==> src/rtl/u_stream_if.sv <==
// u_stream_if: input-word and result handshake bundle for u_stream
interface u_stream_if #(parameter int W = 16);
  localparam int CW = $clog2(W);
  logic          i_vld;
  logic          o_rdy;
  logic [W-1:0]  i_x;
  logic          i_admit_compliment;
  logic          o_vld;
  logic          i_rdy;
  logic          o_is_unary;
  logic          o_polarity;
  logic [CW-1:0] o_count;
  modport master (
    output i_vld, i_x, i_admit_compliment, i_rdy,
    input  o_rdy, o_vld, o_is_unary, o_polarity, o_count
  );
  modport slave (
    input  i_vld, i_x, i_admit_compliment, i_rdy,
    output o_rdy, o_vld, o_is_unary, o_polarity, o_count
  );
endinterface

==> src/rtl/u_stream.sv <==
// u_stream: two-stage pipelined unary/complement-unary classifier with saturating reject counter
module u_stream #(
  parameter int W                     = 16,
  parameter bit P_ADMIT_COMPLIMENT_EN = 1,
  parameter int CNT_W                 = 16
) (
  input  logic             i_clk,
  input  logic             i_arst,
  u_stream_if.slave        st,
  input  logic             i_clr,
  output logic [CNT_W-1:0] o_reject_cnt
);
  localparam int CW = $clog2(W);
  logic          s1_vld, s2_vld, s1_adv, s2_adv, in_hs, out_hs, admit_c, s1_pol;
  logic [W-1:0]  std_m, cmp_m, s1_std, s1_cmp;
  logic [CW-1:0] enc;
  assign admit_c  = P_ADMIT_COMPLIMENT_EN && st.i_admit_compliment;
  assign s2_adv   = !s2_vld || st.i_rdy;
  assign s1_adv   = !s1_vld || s2_adv;
  assign st.o_rdy = !i_arst && s1_adv;
  assign in_hs    = st.i_vld && st.o_rdy;
  assign out_hs   = s2_vld && st.i_rdy;
  assign st.o_vld = s2_vld;
  // pivot k matches k trailing ones (standard) or k trailing zeros (complement)
  always_comb begin
    std_m = '0;
    cmp_m = '0;
    for (int k = 0; k < W; k++) begin
      std_m[k] = st.i_x == ({W{1'b1}} >> (W - k));
      cmp_m[k] = admit_c && (st.i_x == ~({W{1'b1}} >> (W - k)));
    end
  end
  always_comb begin
    enc = '0;
    for (int k = 0; k < W; k++)
      enc = (s1_std[k] || s1_cmp[k]) ? (enc | CW'(k)) : enc;
  end
  always_ff @(posedge i_clk or posedge i_arst) begin
    if (i_arst) begin
      s1_vld <= 1'b0;
      s1_std <= '0;
      s1_cmp <= '0;
      s1_pol <= 1'b0;
    end else if (s1_adv) begin
      s1_vld <= in_hs;
      if (in_hs) begin
        s1_std <= std_m;
        s1_cmp <= cmp_m;
        s1_pol <= |cmp_m;
      end
    end
  end
  always_ff @(posedge i_clk or posedge i_arst) begin
    if (i_arst) begin
      s2_vld        <= 1'b0;
      st.o_is_unary <= 1'b0;
      st.o_polarity <= 1'b0;
      st.o_count    <= '0;
    end else if (s2_adv) begin
      s2_vld <= s1_vld;
      if (s1_vld) begin
        st.o_is_unary <= |{s1_std, s1_cmp};
        st.o_polarity <= s1_pol;
        st.o_count    <= enc;
      end
    end
  end
  always_ff @(posedge i_clk or posedge i_arst) begin
    if (i_arst)
      o_reject_cnt <= '0;
    else if (i_clr)
      o_reject_cnt <= '0;
    else if (out_hs && !st.o_is_unary && !(&o_reject_cnt))
      o_reject_cnt <= o_reject_cnt + 1'b1;
  end
endmodule
==> src/flat_wrapper.sv <==
// flat-port wrapper written by rule: the top's interface ports become plain ports
module u_stream_flat 
#(
  parameter int W                     = 16,
  parameter bit P_ADMIT_COMPLIMENT_EN = 1,
  parameter int CNT_W                 = 16
)
  (i_clk, i_arst, i_clr, o_reject_cnt, st_i_vld, st_i_x, st_i_admit_compliment, st_i_rdy, st_o_rdy, st_o_vld, st_o_is_unary, st_o_polarity, st_o_count);
  u_stream_if #(.W(W)) st_i ();
  input  logic i_clk;
  input  logic i_arst;
  input  logic i_clr;
  output logic [CNT_W-1:0] o_reject_cnt;
  input wire logic [$bits(st_i.i_vld)-1:0] st_i_vld;
  input wire logic [$bits(st_i.i_x)-1:0] st_i_x;
  input wire logic [$bits(st_i.i_admit_compliment)-1:0] st_i_admit_compliment;
  input wire logic [$bits(st_i.i_rdy)-1:0] st_i_rdy;
  output wire logic [$bits(st_i.o_rdy)-1:0] st_o_rdy;
  output wire logic [$bits(st_i.o_vld)-1:0] st_o_vld;
  output wire logic [$bits(st_i.o_is_unary)-1:0] st_o_is_unary;
  output wire logic [$bits(st_i.o_polarity)-1:0] st_o_polarity;
  output wire logic [$bits(st_i.o_count)-1:0] st_o_count;
  assign st_i.i_vld = st_i_vld;
  assign st_i.i_x = st_i_x;
  assign st_i.i_admit_compliment = st_i_admit_compliment;
  assign st_i.i_rdy = st_i_rdy;
  assign st_o_rdy = st_i.o_rdy;
  assign st_o_vld = st_i.o_vld;
  assign st_o_is_unary = st_i.o_is_unary;
  assign st_o_polarity = st_i.o_polarity;
  assign st_o_count = st_i.o_count;
  u_stream #(.W(W), .P_ADMIT_COMPLIMENT_EN(P_ADMIT_COMPLIMENT_EN), .CNT_W(CNT_W)) u_core (.i_clk(i_clk), .i_arst(i_arst), .st(st_i), .i_clr(i_clr), .o_reject_cnt(o_reject_cnt));
endmodule
==> config.mk <==
export PLATFORM = sky130hd
export DESIGN_NAME = u_stream_flat
export DESIGN_NICKNAME = d
export VERILOG_FILES = /design/src/rtl/u_stream_if.sv /design/src/rtl/u_stream.sv /design/src/flat_wrapper.sv
export SDC_FILE = /design/constraint.sdc
export NUM_CORES = 1
export LEC_CHECK = 0
export ABC_AREA = 1
export CAP_MARGIN = 20
export CORE_ASPECT_RATIO = 1.5
export CORE_MARGIN = 5
export CORE_UTILIZATION = 30
export CTS_CLUSTER_DIAMETER = 200
export DETAILED_ROUTE_END_ITERATION = 7
export SYNTH_ARGS = -nofsm -noshare
export SYNTH_HDL_FRONTEND = slang
export SYNTH_SLANG_ARGS = --single-unit
export TNS_END_PERCENT = 30
==> constraint.sdc <==
create_clock -name i_clk -period 2.85 [get_ports i_clk]
set_input_delay 0.57 -clock i_clk [delete_from_list [all_inputs] [get_ports i_clk]]
set_output_delay 0.57 -clock i_clk [all_outputs]
set_load 0.1 [all_outputs]
==> results.py <==
metrics = {
    "synth": {
        "ys_seq_area_share_pct": 44.13,
        "synth_top_cell_area_share_pct": 44.13,
        "synth_area_um2": 3232,
        "yosysWarnings": 0,
        "synthTopCellsByCount": "112 x nand2_1, 57 x dfrtp_1, 52 x nor2_1, 45 x inv_1, 30 x nand3_1",
        "synth_top_cell_by_area": "dfrtp_1",
        "yosys-top-cells-area": "dfrtp_1 44%, nand2_1 13%, nor2_1 6.0%",
        "synth_edf_count": 0,
        "synth-main-ff-cell": "dfrtp_1",
        "ys_seq_elements": 57,
        "synth.distinct_cells": 40,
        "synth_fp_nets": 451,
        "async_flop_share_pct": 100.0,
        "syn_avg_cell_area_um2": 7.551,
        "netlist_instances": 428,
        "yosysMostFrequentCell": "nand2_1",
    },
    "timing": {
        "setup_violations": 0,
        "fmax_ghz": 0.4601,
        "rsz0062_at_grt": "false",
        "worst_pin_slew_ps": 687.3,
        "period_needed_ps": 2173,
        "fin_worst_skew_ps": 5.511,
        "finalHoldViolCount": 0,
        "setup_tns_ps": 0,
        "post-route-period-util_pct": 76.25,
        "slew_viol_final": 0,
        "slew_headroom_pct": 54.18,
    },
    "clocking": {
        "htreeDepth": 3,
        "cts_setup_buffers": 0,
        "cts_buffer_depth": 2,
        "root_buffer": "clkbuf_16",
        "numCtsBuffers": 9,
        "clock_latency_ps": 320,
        "cts.repair.resized": 0,
        "cts_sinks": 57,
        "path_clk_slew_ps": 50,
        "cts_tree": "yes",
        "cts_hold_buf": 0,
    },
    "power": {
        "power_density_nw_per_um2": 576.5,
        "total_power_uw": 2367,
        "leakagePower_uw": 0.001955,
        "vdd.ir_drop.worst_uv": 211.0,
    },
    "finish": {
        "nets": 503,
        "n_antenna_cell": 0,
        "layout-drive-gt1-share_pct": 16.32,
        "fillCellCount": 1153,
        "syn_to_final_growth_pct": 27.06,
    },
    "routing": {
        "drtPass1Iterations": 4,
        "drcViolationCount": 0,
        "routed_wl_um": 8352,
        "wl_met1_um": 3275,
        "ant_nets": 0,
        "num_vias": 2945,
        "dr_wl_met2_um": 4482,
        "wl_per_cell_um": 13.30,
        "routed.top_layer": "met4",
        "avgViaCountPerCell": 4.689,
        "drt_iter0_drc": 138,
        "dr_wl_met3_um": 346,
    },
    "die": {
        "io_pins": 46,
        "die_area_um2": 12990,
        "fp.coreArea_um2": 10590,
        "initial_core_util_pct": 30.52,
        "die_h_um": 137.1,
        "die_width_um": 94.75,
        "num_rows": 46,
    },
    "critical_path": {
        "crit_arrival_ps": 1600,
        "cp_slowest_cell": "clkdlybuf4s50_1",
        "required_ps": 2280,
        "cp_max_fo": 6,
        "critPathKind": "primary input to primary output",
        "worstSetupStartpointType": "primary input",
        "cp_slowest_stage_delay_ps": 500,
        "endpoint_kind": "primary output",
        "reg2reg_depth": 10,
        "crit_chain": "clkdlybuf4s50_1 -> clkinvlp_4 -> nand2_1 -> inv_1 -> buf_12",
    },
    "worst_hold_path": {
        "hold_path_depth": 2,
        "hp-class": "register to register",
    },
    "global_route": {
        "grt_overflow": 0,
        "grt_max_degree": 55,
        "grt_pass1_vias": 3003,
        "antenna_found_initial": 0,
        "grt_first_pass_wirelength_um": 13910,
        "grt_use_total_pct": 13.83,
    },
    "status": {
        "outcome": "completed",
    },
    "placement": {
        "place_hpwl_um": 6589,
        "io_buffers": 45,
        "gp_congestion": 0.8403,
    },
    "flow_run": {
        "drv_cap": 0,
    },
}
-- per-stage QoR --
stage	cells	utilization [%]	setup slack, ps	area, um2	hold slack (ps)
2_1_floorplan	428	-	300.2	3236	441.1
3_3_place_gp	613	35.98	628.4	3810	459.8
3_5_place_dp	613	35.98	637.7	3810	466.9
4_1_cts	628	38.78	635.2	4106	479.4
5_1_grt	628	38.78	599.6	4106	513.1
6_report	628	38.78	676.8	4106	481.1
-- cell type report --
type / count / area, um2 / share of cell area (%)
timing repair buffer: 49 / 432.9 / 10.54
multi-input combinational: 306 / 1546 / 37.66
clock buffer: 12 / 256.5 / 6.246
sequential: 57 / 1426 / 34.73
inverter: 57 / 224.0 / 5.454
clock inverter: 3 / 40.04 / 0.9750
tap: 144 / 180.2 / 4.388
-- worst paths after layout --
path	startpoint	end	slack, ps
setup / recovery	i_arst	st_o_rdy	680
hold / removal	u_core.s1_cmp[1]	u_core.s1_cmp[1]	480
setup reg to reg	u_core.o_reject_cnt[0]	u_core.o_reject_cnt[12]	1020
hold reg to reg	u_core.s1_cmp[1]	u_core.s1_cmp[1]	480
max in group asynchronous	i_arst	u_core.s1_cmp[3]	1440
min in group asynchronous	i_arst	u_core.st.o_polarity	510
-- routing by layer --
metal / global-route usage (%) / vias up
li1: - / 1492
met1: 14.90 / 1365
met2: 25.34 / 67
met3: 2.585 / 21
met4: 6.822 / 0
met5: 0 / -
-- critical path: cells and delay by family --
kind          cells  cell delay, ps
buf+inv           4             910
simple gates      1             110
-- where the power goes --
| part | switching (uW) | internal, uW |
|---|---|---|
| Combinational | 340 | 104 |
| Clock | 340 | 714 |
| Sequential | 25.4 | 843 |
| Total | 705 | 1660 |
-- sequential cells by signal, summed over array words and instances, names as in the netlist --
signal	flops
u_core.st.o_count	4
u_core.s1_vld	1
u_core.o_reject_cnt	16
u_core.st.o_polarity	1
u_core.s1_std	16
u_core.s1_pol	1
u_core.st.o_vld	1
u_core.s1_cmp	16
u_core.st.o_is_unary	1
-- cells in the final DEF, fill, tap and decap left out, types with 2 or more instances in the layout --
cell type	n
nand2_2	3
nor2_1	52
nand4_1	9
o31ai_1	8
o21ai_1	5
nand3b_1	2
or2_2	3
nor3_1	16
nor2_2	4
nor2_4	5
clkdlybuf4s50_1	21
nand3_1	29
nand3_2	4
o21a_1	2
inv_4	2
a32o_1	2
buf_4	27
o21ai_0	24
nand2_1	112
inv_2	8
dfrtp_1	57
clkbuf_8	2
xor2_1	7
clkbuf_16	9
clkinv_2	3
nor4_1	6
inv_1	44
-- logic make-up (layout without fill, tap and decap cells) --
kind of cell               Yosys count  after routing  share of synthesized area, %
adders and majority gates            1              1                        0.3871
DFF                                 57             57                         44.13
AOI/OAI and AO/OA                   46             46                         8.827
buffers and inverters               65            121                         8.168
and+or+nand+nor                    251            251                         36.31
xor gates and xnor gates             8              8                         2.168
No activity file was read; power rests on OpenSTA's default activity.
